===== src/rtl/dither_scheduler_if.sv =====
// Pixel-group input stream, dither-unit drive/return and packed output stream
// of the dither scheduler.
interface dither_scheduler_if;
    logic [31:0] in_data;
    logic        in_valid;
    logic        in_ready;
    logic [31:0] dith_vin;
    logic [2:0]  dith_x;
    logic [2:0]  dith_y;
    logic [3:0]  dith_vout;
    logic [15:0] out_data;
    logic        out_valid;
    logic        out_ready;

    modport master (
        output in_data, in_valid, out_ready, dith_vout,
        input  in_ready, dith_vin, dith_x, dith_y, out_data, out_valid
    );

    modport slave (
        input  in_data, in_valid, out_ready, dith_vout,
        output in_ready, dith_vin, dith_x, dith_y, out_data, out_valid
    );
endinterface


===== src/rtl/dither_scheduler.sv =====
// Issues 4-pixel groups to a dither unit with position phases, then packs the
// returned 4-bit results into 16-bit words, four groups per word.
module dither_scheduler #(
    parameter string COLORMODE = "DES",
    parameter int    H_GROUPS  = 400,
    parameter int    V_LINES   = 1200
) (
    input  logic              clk,
    input  logic              rstn,
    input  logic              frame_start,
    dither_scheduler_if.slave bus,
    output logic              busy,
    output logic              frame_done
);
    localparam int CW = ($clog2(H_GROUPS) < 3) ? 3 : $clog2(H_GROUPS);
    localparam int LW = ($clog2(V_LINES) < 3) ? 3 : $clog2(V_LINES);
    localparam bit IS_DES = (COLORMODE == "DES");
    localparam logic [CW-1:0] COL_LAST  = CW'(H_GROUPS - 1);
    localparam logic [LW-1:0] LINE_LAST = LW'(V_LINES - 1);

    typedef enum logic [1:0] {
        IDLE   = 2'd0,
        ACTIVE = 2'd1,
        DRAIN  = 2'd2
    } state_t;

    state_t        state_r;
    state_t        state_s;
    logic [CW-1:0] col_r;
    logic [LW-1:0] line_r;
    logic [1:0]    phase_x_r;
    logic [1:0]    phase_y_r;
    logic [1:0]    issue_cnt_r;
    logic          issue_d_r;
    logic          last_d_r;
    logic [11:0]   pack_r;       // first three nibbles of the word being built
    logic [15:0]   out_data_r;
    logic          out_valid_r;
    logic          in_ready_s;
    logic          issue_s;
    logic          col_end_s;
    logic          frame_end_s;
    logic          drained_s;

    function automatic logic [1:0] mod3_inc(input logic [1:0] v);
        return (v == 2'd2) ? 2'd0 : v + 2'd1;
    endfunction

    // Input acceptance: a word-completing issue waits while the output slot is blocked.
    always_comb begin
        in_ready_s = 1'b0;
        if (state_r == ACTIVE) begin
            in_ready_s = !((issue_cnt_r == 2'd3) && out_valid_r && !bus.out_ready);
        end else begin
            in_ready_s = 1'b0;
        end
    end

    assign issue_s     = bus.in_valid && in_ready_s;
    assign col_end_s   = (col_r == COL_LAST);
    assign frame_end_s = issue_s && col_end_s && (line_r == LINE_LAST);
    assign drained_s   = !issue_d_r && !out_valid_r;

    // Next-state logic for the frame sequencer.
    always_comb begin
        state_s = state_r;
        case (state_r)
            IDLE: begin
                if (frame_start) state_s = ACTIVE;
                else             state_s = IDLE;
            end
            ACTIVE: begin
                if (frame_end_s) state_s = DRAIN;
                else             state_s = ACTIVE;
            end
            DRAIN: begin
                if (drained_s) state_s = IDLE;
                else           state_s = DRAIN;
            end
            default: state_s = IDLE;
        endcase
    end

    // State register.
    always_ff @(posedge clk or negedge rstn) begin
        if (!rstn) state_r <= IDLE;
        else       state_r <= state_s;
    end

    // Position counters and dither phases; they only move on an issue.
    always_ff @(posedge clk or negedge rstn) begin
        if (!rstn) begin
            col_r       <= {CW{1'b0}};
            line_r      <= {LW{1'b0}};
            phase_x_r   <= 2'd0;
            phase_y_r   <= 2'd0;
            issue_cnt_r <= 2'd0;
        end else if ((state_r == IDLE) && frame_start) begin
            col_r       <= {CW{1'b0}};
            line_r      <= {LW{1'b0}};
            phase_x_r   <= 2'd0;
            phase_y_r   <= 2'd0;
            issue_cnt_r <= 2'd0;
        end else if (issue_s) begin
            issue_cnt_r <= issue_cnt_r + 2'd1;
            if (col_end_s) begin
                col_r     <= {CW{1'b0}};
                line_r    <= (line_r == LINE_LAST) ? {LW{1'b0}} : line_r + LW'(1);
                phase_x_r <= 2'd0;
                phase_y_r <= mod3_inc(phase_y_r);
            end else begin
                col_r     <= col_r + CW'(1);
                phase_x_r <= mod3_inc(phase_x_r);
            end
        end
    end

    // Result capture: the dither result arrives one cycle after the issue.
    always_ff @(posedge clk or negedge rstn) begin
        if (!rstn) begin
            issue_d_r   <= 1'b0;
            last_d_r    <= 1'b0;
            pack_r      <= 12'd0;
            out_data_r  <= 16'd0;
            out_valid_r <= 1'b0;
        end else begin
            issue_d_r <= issue_s;
            last_d_r  <= issue_s && (issue_cnt_r == 2'd3);
            if (issue_d_r) begin
                pack_r <= {pack_r[7:0], bus.dith_vout};
            end
            // A completed word takes the slot even if the old one leaves this edge.
            if (issue_d_r && last_d_r) begin
                out_data_r  <= {pack_r, bus.dith_vout};
                out_valid_r <= 1'b1;
            end else if (out_valid_r && bus.out_ready) begin
                out_valid_r <= 1'b0;
            end
        end
    end

    assign bus.in_ready  = in_ready_s;
    assign bus.dith_vin  = bus.in_data;
    assign bus.dith_x    = IS_DES ? {1'b0, phase_x_r} : col_r[2:0];
    assign bus.dith_y    = IS_DES ? {1'b0, phase_y_r} : line_r[2:0];
    assign bus.out_data  = out_data_r;
    assign bus.out_valid = out_valid_r;
    assign busy          = (state_r != IDLE);
    assign frame_done    = (state_r == DRAIN) && drained_s;
endmodule


===== src/flat_wrapper.sv =====
// flat-port wrapper written by rule: the top's interface ports become plain ports
module dither_scheduler_flat 
#(
    parameter string COLORMODE = "   ",
    parameter int    H_GROUPS  = 400,
    parameter int    V_LINES   = 1200
)
  (clk, rstn, frame_start, busy, frame_done, bus_in_data, bus_in_valid, bus_out_ready, bus_dith_vout, bus_in_ready, bus_dith_vin, bus_dith_x, bus_dith_y, bus_out_data, bus_out_valid);
  dither_scheduler_if bus_i ();
  input  logic clk;
  input  logic rstn;
  input  logic frame_start;
  output logic busy;
  output logic frame_done;
  input wire logic [$bits(bus_i.in_data)-1:0] bus_in_data;
  input wire logic [$bits(bus_i.in_valid)-1:0] bus_in_valid;
  input wire logic [$bits(bus_i.out_ready)-1:0] bus_out_ready;
  input wire logic [$bits(bus_i.dith_vout)-1:0] bus_dith_vout;
  output wire logic [$bits(bus_i.in_ready)-1:0] bus_in_ready;
  output wire logic [$bits(bus_i.dith_vin)-1:0] bus_dith_vin;
  output wire logic [$bits(bus_i.dith_x)-1:0] bus_dith_x;
  output wire logic [$bits(bus_i.dith_y)-1:0] bus_dith_y;
  output wire logic [$bits(bus_i.out_data)-1:0] bus_out_data;
  output wire logic [$bits(bus_i.out_valid)-1:0] bus_out_valid;
  assign bus_i.in_data = bus_in_data;
  assign bus_i.in_valid = bus_in_valid;
  assign bus_i.out_ready = bus_out_ready;
  assign bus_i.dith_vout = bus_dith_vout;
  assign bus_in_ready = bus_i.in_ready;
  assign bus_dith_vin = bus_i.dith_vin;
  assign bus_dith_x = bus_i.dith_x;
  assign bus_dith_y = bus_i.dith_y;
  assign bus_out_data = bus_i.out_data;
  assign bus_out_valid = bus_i.out_valid;
  dither_scheduler #(.COLORMODE(COLORMODE), .H_GROUPS(H_GROUPS), .V_LINES(V_LINES)) u_core (.clk(clk), .rstn(rstn), .frame_start(frame_start), .bus(bus_i), .busy(busy), .frame_done(frame_done));
endmodule

===== config.mk =====
export PLATFORM = sky130hd
export DESIGN_NAME = dither_scheduler_flat
export DESIGN_NICKNAME = d
export VERILOG_FILES = /design/src/rtl/dither_scheduler_if.sv /design/src/rtl/dither_scheduler.sv /design/src/flat_wrapper.sv
export SDC_FILE = /design/constraint.sdc
export NUM_CORES = 1
export LEC_CHECK = 0
export BUFFER_PORTS_ARGS = -buffer_cell sky130_fd_sc_hd__buf_2
export CORE_MARGIN = 5
export CORE_UTILIZATION = 50
export DETAILED_ROUTE_END_ITERATION = 8
export HOLD_SLACK_MARGIN = 0.15
export PLACE_DENSITY = 0.8
export SYNTH_ARGS = -nofsm -noshare
export SYNTH_HDL_FRONTEND = slang
export SYNTH_SLANG_ARGS = --single-unit
export TNS_END_PERCENT = 1

===== constraint.sdc =====
create_clock -name clk -period 1.9 [get_ports clk]
set_input_delay 0.19 -clock clk [delete_from_list [all_inputs] [get_ports clk]]
set_output_delay 0.19 -clock clk [all_outputs]
set_load 0.01 [all_outputs]

==> impl_metrics.ini <==
[sta]
max-slew-margin-rel_pct = 67.4
fin_skew_ns = 0.00785
rsz0062_at_grt = yes
fin_crit_ns = 1.79
setup_tns_ns = 0
whs_ns = 0.199
min_period_over_period_pct = 94.3
tightest_slew_ns = 0.489
fmax_ghz = 0.558
finalHoldViolCount = 0
setup_viol = 0
drv_slew = 0

[place]
port_buffers = 34
hpwl_um = 4020
routabilityCongestion = 0.903
dp.cells = 330
post_dp_cell_area_um2 = 2880

[clocking]
cts_max_level = 2
cts_root_buffer = clkbuf_8
clkSinkCount = 55
cts-buffers-inserted = 5
cts.path.max_buffers = 2
clk_latency_ns = 0.31
cts_setup_buffers = 0
clk_pin_slew_worst_paths_ns = 0.10
cts_tree = built

[pwr]
powerDensity_nw_per_um2 = 1120
max-vdd-ir-drop_mv = 0.845
total_power_mw = 3.44
p_leak_nw = 1.33

[synth]
syn_nets = 298
synth_area_per_cell_um2 = 11.0
ys_seq_area_share_pct = 49.0
synthDistinctLibCells = 42
syn_inst = 254
yosys_warnings = 0
synthesis.area_um2 = 2810
ys_ff_latch = 55

[cells_and_area]
finalNonFillerCells = 344
diodes = 0
final_common_cell = dfrtp_1
nets = 315
design_area_um2 = 3060
area_growth_syn_to_layout_pct = 8.92
layout_common_cells = dfrtp_1, buf_2, mux2_2
layout-drive-gt1-share_pct = 36.8

[global_route]
grt_overflow = 0
grt_usage_pct = 16.2
grt_pass1_wl_um = 9530
grt_max_degree = 25
first_global_vias = 1946
grt_antenna_before_repair = 0

[setup_path]
path_max_fanout = 7
startpoint_type = register
path_class = reg -> reg
endpoint_kind = register
arrival_ns = 1.99
worstPathRequired_ns = 2.09

[detailed_routing]
ant_nets = 0
drc_errors = 0
first_pass_iters = 4
vias = 1954
routedWlPerCell_um = 16.2
vias_per_cell = 5.68
first_iter_violations = 177
wl_um = 5570

[job]
drv_cap = 0

[min_path]
worstHoldPathType = in -> reg

[floorplanning]
start_util_pct = 51.3
dieWidth_um = 84.9
die_height_um = 84.9
fp-row-count = 27
core_area_um2 = 5470
dieArea_um2 = 7210
io_pins = 99

[outcome]
status = completed
## sequential cells by signal (all words and copies together), names as in the netlist
signal / count
u_core.issue_cnt_r: 2
u_core.bus.out_data: 16
u_core.last_d_r: 1
u_core.col_r: 9
u_core.bus.out_valid: 1
u_core.issue_d_r: 1
u_core.state_r: 2
u_core.pack_r: 12
u_core.line_r: 11
## routing by layer
metal,GRT usage (%),wire length (um),vias up,share of wire (%)
li1,-,-,916,-
met1,22.1,2460,957,44
met2,25.5,2640,71,47
met3,3.11,382,10,6.9
met4,6.33,85,0,1.5
met5,0,0,-,0
## metrics by stage
stage | setup slack (ns) | utilization [%]
2_1_floorplan | 0.234 | -
3_3_place_gp | 0.185 | 52.6
3_5_place_dp | 0.155 | 52.6
4_1_cts | 0.126 | 55.8
5_1_grt | -0.0184 | 55.9
6_report | 0.108 | 55.9
## area by class of cell
| class | instances | area, um2 |
|---|---|---|
| well taps | 72 | 90.1 |
| flip-flops and latches | 55 | 1380 |
| fillers | 466 | 2420 |
| multi-input cells | 145 | 1080 |
| clock buffers | 6 | 72.6 |
| inverters | 7 | 26.3 |
| repair buffers | 57 | 370 |
| clock inverters | 2 | 38.8 |
## Yosys cell counts (all sizes together)
| library cell | count | area [um2] |
|---|---|---|
| dfrtp | 55 | 1380 |
| buf | 44 | 315 |
| mux2 | 28 | 315 |
| nand2 | 15 | 56.3 |
| nand3 | 13 | 70.1 |
| nor2 | 10 | 37.5 |
| a21oi | 9 | 56.3 |
| nand4 | 9 | 56.3 |
| inv | 7 | 26.3 |
| o21ai | 7 | 35.0 |
| nor3 | 5 | 25.0 |
| o31ai | 5 | 37.5 |
| or4 | 5 | 45.0 |
| o211ai | 4 | 30.0 |
| a31oi | 3 | 18.8 |
| clkbuf | 3 | 11.3 |
| ha | 3 | 37.5 |
| nand2b | 3 | 18.8 |
| o32ai | 3 | 26.3 |
| and3 | 2 | 12.5 |
| and3b | 2 | 18.8 |
| mux2i | 2 | 20.0 |
| nor4 | 2 | 12.5 |
| or3 | 2 | 12.5 |
| xnor2 | 2 | 17.5 |
| a2111oi | 1 | 15.0 |
| a311oi | 1 | 8.76 |
| a41oi | 1 | 16.3 |
| and4bb | 1 | 12.5 |
| nand3b | 1 | 7.51 |
| nor2b | 1 | 6.26 |
| nor3b | 1 | 18.8 |
| nor4b | 1 | 8.76 |
| o311ai | 1 | 8.76 |
| or2 | 1 | 6.26 |
| xor2 | 1 | 8.76 |
## worst max-delay path, stage by stage, from the launching register on
cell	delay, ns
dfrtp_1	0.46
nand3_2	0.17
or4_1	0.58
a2111oi_2	0.39
o21ai_1	0.09
## path summary, 6_finish.rpt
path	from	end	cells past startpoint	slack (ns)
hold reg to reg	u_core.bus.out_data[1]	u_core.bus.out_data[1]	1	0.51
max in group asynchronous	rstn	u_core.line_r[7]	3	1.00
setup reg to reg	u_core.line_r[2]	u_core.line_r[9]	4	0.11
hold / removal	frame_start	u_core.state_r[0]	3	0.20
setup / recovery	u_core.line_r[2]	u_core.line_r[9]	4	0.11
min in group asynchronous	rstn	u_core.bus.out_data[7]	2	0.35
## cells by family after synthesis
logic type / synth area share, %
flops: 49.0
buf+inv: 12.6
fa+ha+maj: 1.34
xor+xnor: 0.936
mux: 11.9
simple gates: 15.2
compound gates: 9.01
## what timing repair did
item / CTS / global route
hold buffers: 6 / 0
gates resized for setup: 0 / 2
endpoints found under the hold margin: 28 / 0
setup endpoints to repair: 0 / 8
## power by group
group | internal [mW] | switching, mW
sequential | 1.49 | 0.185
clock | 0.399 | 0.387
combinational | 0.503 | 0.473
total | 2.39 | 1.04
No activity file was read; power rests on OpenSTA's default activity.
